**src/rtl/posit_defines.sv**
```systemverilog
// Shared widths and canonicalisation rule for denormalized posit lanes.
// Lane layout, MSB to LSB: sign, inf, zero, scale (two's complement), fraction (no hidden bit).
`ifndef GET_SCALE_WIDTH
`define GET_SCALE_WIDTH(n, es) ($clog2(n) + (es) + 1)
`endif
`ifndef GET_FRACTION_WIDTH
`define GET_FRACTION_WIDTH(n, es) ((n) - (es) - 3)
`endif

package posit_defines;

  typedef struct packed {
    logic sign;
    logic inf;
    logic zero;
    logic keep;  // scale/fraction survive canonicalisation
  } lane_flags_t;

  function automatic int unsigned lane_width(int unsigned sw, int unsigned fw);
    return 3 + sw + fw;
  endfunction

  // inf dominates zero; special values carry no sign and no payload.
  function automatic lane_flags_t canonicalise(logic sign, logic inf, logic zero);
    lane_flags_t f;
    if (inf) begin
      f = '{sign: 1'b0, inf: 1'b1, zero: 1'b0, keep: 1'b0};
    end else if (zero) begin
      f = '{sign: 1'b0, inf: 1'b0, zero: 1'b1, keep: 1'b0};
    end else begin
      f = '{sign: sign, inf: 1'b0, zero: 1'b0, keep: 1'b1};
    end
    return f;
  endfunction

endpackage

```
**src/rtl/posit_denorm_fifo_if.sv**
```systemverilog
// Valid/ready bus pair around the denormalized posit FIFO.
interface posit_denorm_fifo_if #(
  parameter int unsigned DATA_WIDTH = 48
) ();

  logic                  s_valid;
  logic                  s_ready;
  logic [DATA_WIDTH-1:0] s_data;
  logic                  m_valid;
  logic                  m_ready;
  logic [DATA_WIDTH-1:0] m_data;

  modport slave (
    input  s_valid, s_data, m_ready,
    output s_ready, m_valid, m_data
  );

  modport master (
    output s_valid, s_data, m_ready,
    input  s_ready, m_valid, m_data
  );

endinterface

```
**src/rtl/posit_denorm_canon.sv**
```systemverilog
// Combinational single-lane canonicaliser: clears sign and payload of inf/zero lanes.
module posit_denorm_canon
  import posit_defines::*;
#(
  parameter int unsigned SW = 4,
  parameter int unsigned FW = 5
) (
  input  logic [SW+FW+2:0] lane_in,
  output logic [SW+FW+2:0] lane_out
);

  localparam int unsigned EW = lane_width(SW, FW);

  lane_flags_t flags;

  assign flags    = canonicalise(lane_in[EW-1], lane_in[EW-2], lane_in[EW-3]);
  assign lane_out = {flags.sign, flags.inf, flags.zero,
                     {(SW+FW){flags.keep}} & lane_in[SW+FW-1:0]};

endmodule

```
**src/rtl/posit_denorm_fifo.sv**
```systemverilog
// Multi-lane first-word fall-through FIFO for denormalized posits, canonicalising on write.
// Optional statistics outputs enabled by defining POSIT_DENORM_FIFO_STATS_EN.
module posit_denorm_fifo
  import posit_defines::*;
#(
  parameter int unsigned POSIT_WIDTH = 8,
  parameter int unsigned POSIT_ES    = 0,
  parameter int unsigned LANES       = 4,
  parameter int unsigned DEPTH       = 8
) (
  input  logic                     clk,
  input  logic                     rst,
  input  logic                     flush,
  posit_denorm_fifo_if.slave       bus,
`ifdef POSIT_DENORM_FIFO_STATS_EN
  output logic [31:0]              stat_inf,
  output logic [31:0]              stat_zero,
  output logic [$clog2(DEPTH):0]   stat_max_count,
`endif
  output logic [$clog2(DEPTH):0]   count
);

  localparam int unsigned SW = `GET_SCALE_WIDTH(POSIT_WIDTH, POSIT_ES);
  localparam int unsigned FW = `GET_FRACTION_WIDTH(POSIT_WIDTH, POSIT_ES);
  localparam int unsigned EW = lane_width(SW, FW);
  localparam int unsigned DW = LANES * EW;
  localparam int unsigned AW = $clog2(DEPTH);
  localparam int unsigned CW = AW + 1;

  logic [DW-1:0] mem_q [DEPTH];
  logic [AW-1:0] rd_ptr_q, wr_ptr_q;
  logic [CW-1:0] count_q, count_d;
  logic [DW-1:0] canon_data;
  logic          push, pop;

  for (genvar g = 0; g < LANES; g++) begin : gen_canon
    posit_denorm_canon #(
      .SW(SW),
      .FW(FW)
    ) u_canon (
      .lane_in (bus.s_data[g*EW +: EW]),
      .lane_out(canon_data[g*EW +: EW])
    );
  end

  // s_ready looks only at occupancy, so a full FIFO never writes through.
  assign bus.s_ready = !rst && (count_q < CW'(DEPTH));
  assign bus.m_valid = (count_q != '0);
  assign bus.m_data  = bus.m_valid ? mem_q[rd_ptr_q] : '0;
  assign count       = count_q;

  assign push = bus.s_valid && bus.s_ready && !flush;
  assign pop  = bus.m_valid && bus.m_ready && !flush && !rst;

  always_comb begin
    count_d = count_q;
    unique case ({push, pop})
      2'b10:   count_d = count_q + CW'(1);
      2'b01:   count_d = count_q - CW'(1);
      default: count_d = count_q;
    endcase
  end

  always_ff @(posedge clk) begin
    if (rst || flush) begin
      rd_ptr_q <= '0;
      wr_ptr_q <= '0;
      count_q  <= '0;
    end else begin
      if (push) begin
        mem_q[wr_ptr_q] <= canon_data;
        wr_ptr_q        <= wr_ptr_q + AW'(1);
      end
      if (pop) begin
        rd_ptr_q <= rd_ptr_q + AW'(1);
      end
      count_q <= count_d;
    end
  end

`ifdef POSIT_DENORM_FIFO_STATS_EN
  logic [LANES-1:0] head_inf, head_zero;
  logic [31:0]      stat_inf_q, stat_zero_q;
  logic [CW-1:0]    stat_max_q;
  logic [32:0]      inf_sum, zero_sum;

  for (genvar g = 0; g < LANES; g++) begin : gen_flags
    assign head_inf[g]  = bus.m_data[g*EW + EW - 2];
    assign head_zero[g] = bus.m_data[g*EW + EW - 3];
  end

  assign inf_sum  = {1'b0, stat_inf_q}  + 33'($countones(head_inf));
  assign zero_sum = {1'b0, stat_zero_q} + 33'($countones(head_zero));

  // Saturating counters; flush leaves history intact, only rst clears it.
  always_ff @(posedge clk) begin
    if (rst) begin
      stat_inf_q  <= '0;
      stat_zero_q <= '0;
      stat_max_q  <= '0;
    end else begin
      if (pop) begin
        stat_inf_q  <= inf_sum[32]  ? '1 : inf_sum[31:0];
        stat_zero_q <= zero_sum[32] ? '1 : zero_sum[31:0];
      end
      if (!flush && count_d > stat_max_q) begin
        stat_max_q <= count_d;
      end
    end
  end

  assign stat_inf       = stat_inf_q;
  assign stat_zero      = stat_zero_q;
  assign stat_max_count = stat_max_q;
`endif

endmodule

```
**src/flat_wrapper.sv**
```systemverilog
// flat-port wrapper written by rule: the top's interface ports become plain ports
module posit_denorm_fifo_flat import posit_defines::*;
#(
  parameter int unsigned POSIT_WIDTH = 8,
  parameter int unsigned POSIT_ES    = 0,
  parameter int unsigned LANES       = 4,
  parameter int unsigned DEPTH       = 8
)
  (clk, rst, flush, count, bus_s_valid, bus_s_data, bus_m_ready, bus_s_ready, bus_m_valid, bus_m_data);
  posit_denorm_fifo_if #(.DATA_WIDTH((48))) bus_i ();
  input  logic clk;
  input  logic rst;
  input  logic flush;
  output logic [$clog2(DEPTH):0] count;
  input wire logic [$bits(bus_i.s_valid)-1:0] bus_s_valid;
  input wire logic [$bits(bus_i.s_data)-1:0] bus_s_data;
  input wire logic [$bits(bus_i.m_ready)-1:0] bus_m_ready;
  output wire logic [$bits(bus_i.s_ready)-1:0] bus_s_ready;
  output wire logic [$bits(bus_i.m_valid)-1:0] bus_m_valid;
  output wire logic [$bits(bus_i.m_data)-1:0] bus_m_data;
  assign bus_i.s_valid = bus_s_valid;
  assign bus_i.s_data = bus_s_data;
  assign bus_i.m_ready = bus_m_ready;
  assign bus_s_ready = bus_i.s_ready;
  assign bus_m_valid = bus_i.m_valid;
  assign bus_m_data = bus_i.m_data;
  posit_denorm_fifo #(.POSIT_WIDTH(POSIT_WIDTH), .POSIT_ES(POSIT_ES), .LANES(LANES), .DEPTH(DEPTH)) u_core (.clk(clk), .rst(rst), .flush(flush), .bus(bus_i), .count(count));
endmodule
```
**config.mk**
```make
export PLATFORM = sky130hd
export DESIGN_NAME = posit_denorm_fifo_flat
export DESIGN_NICKNAME = d
export VERILOG_FILES = /design/src/rtl/posit_defines.sv /design/src/rtl/posit_denorm_fifo_if.sv /design/src/rtl/posit_denorm_canon.sv /design/src/rtl/posit_denorm_fifo.sv /design/src/flat_wrapper.sv
export SDC_FILE = /design/constraint.sdc
export NUM_CORES = 1
export LEC_CHECK = 0
export ABC_AREA = 1
export CAP_MARGIN = 20
export CORE_AREA = 4 4 239 124
export DETAILED_ROUTE_END_ITERATION = 6
export DIE_AREA = 0 0 243 128
export PLACE_DENSITY = 0.87
export SLEW_MARGIN = 10
export SYNTH_ARGS = -nofsm -noshare
export SYNTH_HDL_FRONTEND = slang
export SYNTH_SLANG_ARGS = --single-unit
```
**constraint.sdc**
```tcl
create_clock -name clk -period 6.6 [get_ports clk]
set_clock_uncertainty 0.2 [all_clocks]
set_input_delay 1.32 -clock clk [delete_from_list [all_inputs] [get_ports clk]]
set_output_delay 1.32 -clock clk [all_outputs]
set_load 0.02 [all_outputs]
```
==> flow_summary.ini <==
[timing]
maxSlewHeadroom_pct = 31.1
fin_crit_sh_pct = 76.9
slew_violations = 0
layout_setup_ws_ps = 1520
worst_pin_slew_ps = 1030
finalSetupViolations = 0
setup_tns_ps = 0
max_freq_ghz = 0.197
finalHoldViolCount = 0
rsz0062_at_grt = no
fin_crit_ps = 5080

[floorplanning]
die_y_um = 128
num_io_pins = 107
initial_core_util_pct = 58.8
die_x_um = 243
rows = 43
core-area_um2 = 27400
die-area_um2 = 31100

[layout]
final_cell_mix = nor2_1 (388), edfxtp_1 (384), o21ai_0 (159)
layout_commonest_cell = nor2_1
antenna_cells = 0
stdcell_area_um2 = 18400
syn_to_final_growth_pct = 14.2
final_net_count = 1463
drive_gt1_share_pct = 6.01

[clocking]
clk_latency_ps = 520
postCtsSetupBuffers = 0
cts_num_sinks = 397
postCtsHoldBufs = 0
cts-root-buf = clkbuf_16
cts_buffers = 34
clockBufferDepth = 3
htree_levels = 2
post_cts_resize_count = 0
tritoncts = yes
cts.reportedPaths.clkPinSlew_ps = 70

[flow_run]
maxCapViolations = 0

[synth]
yosys.area_share.simple_pct = 11.3
synth_area_um2 = 16100
yosysWarnings = 0
synth_fa_ha_area_share_pct = 0.388
synth-compound-area-share_pct = 10.8
ys_ff_latch = 397
yosysSeqAreaShare_pct = 73.1
synth_top_family_by_area = simple AND/OR/NAND/NOR gates
synthXorXnorAreaFrac_pct = 0.109
syn_inst = 1329
synth_cell_types = 26
synth_mux_area_share_pct = 0
synth_nets = 1387
syn_area_per_cell_um2 = 12.1

[drt]
vias = 11000
dr.pass1.iters = 7
antenna_left = 0
routedWlPerCell_um = 21.3
totalWireLength_mm = 38.2
vias_per_cell = 6.12
drc = 0
drtIter0Drc = 1747

[grt]
grt_first_pass_wirelength_mm = 58.5
grt_antenna_before_repair = 0
grt_max_degree = 193
overflow = 0
grt_use_total_pct = 24.0
grt_pass1_vias = 11000

[hold_path]
hp-class = reg -> reg

[placed_design]
place_congestion = 0.766
post-place-ws_ps = 2080
port_buffers = 106
dp_hpwl_mm = 19.5
post_dp_cell_area_um2 = 17400

[setup_path]
crit_type = reg -> out
cp_data_arrival_time_ps = 3560
cp.required_ps = 5080
startpoint_type = register
end_kind = primary output
crit_fanout = 89

[outcome]
outcome = completed

[pwr]
peakVddDrop_mv = 0.171
p_per_area_nw_per_um2 = 267
total_power_uw = 4920
p_leak_uw = 0.00630
where the power goes:
part | switching, uW | total [uW] | internal (uW)
combinational | 165 | 262 | 97.8
clock | 876 | 1890 | 1010
sequential | 5.94 | 2770 | 2760
cell usage after synthesis (all sizes together):
library cell  number  area (um2)
or2                5        31.3
ha                 5        62.6
a21oi             11        55.1
o21ai            199         996
nor2             394        1480
clkbuf            41         164
xnor2              2        17.5
buf               42         307
nand2             69         259
edfxtp           384       11500
nor3               2        10.0
o22ai             48         300
dfxtp             13         260
nand4              1        6.26
inv               59         221
o211ai            48         390
nand3              6        30.0
critical path, cell delays in order, from the launching register on:
cell and delay (ps):
dfxtp_4 620, inv_2 900, o21ai_0 270, o22ai_1 220
nor2_1 80, nor2_1 240, clkdlybuf4s50_1 660
registers in the layout (all words and copies together) (netlist names), named ones only:
register         flops
u_core.mem_q       384
u_core.count         4
u_core.rd_ptr_q      3
u_core.wr_ptr_q      3
through the flow:
stage	utilization, %	std cells	hold WS [ps]
final	67.1	1790	289
after global routing	67.1	1790	331
after CTS	67.1	1790	294
after detailed placement	63.4	1729	262
after global placement	63.4	1729	252
after floorplan	-	1329	236
layout make-up:
| type | instances | area, um2 |
|---|---|---|
| flip-flops and latches | 397 | 11800 |
| fillers | 1707 | 9020 |
| multi-input cells | 790 | 3690 |
| repair buffers | 123 | 1230 |
| clock buffers | 41 | 898 |
| well taps | 360 | 450 |
| inverters | 59 | 224 |
| clock inverters | 20 | 120 |
logic make-up after synthesis:
kind of cell / count (synthesis)
and+or+nand+nor: 477
adders and majority gates: 5
AOI/OAI and AO/OA: 306
xor gates and xnor gates: 2
buffers and inverters: 142
DFF: 397
worst paths after layout:
kind	from	endpoint	slack, ps	cells past startpoint
min reg2reg	u_core.rd_ptr_q[2]	register	290	2
max reg2reg	u_core.count[1]	u_core.count[2]	3440	14
max	register	bus_m_data[20]	1520	6
min	u_core.rd_ptr_q[2]	register	290	2
metal layers:
layer	wire length, um	part of all wire [%]	vias up	global-route usage, %
li1	-	-	4845	-
met1	14100	37	5270	31.0
met2	19300	51	729	41.3
met3	3590	9.4	109	4.39
met4	1120	2.9	0	8.92
met5	0	0	-	0
Note: power is estimated with default switching activity, not from simulation.
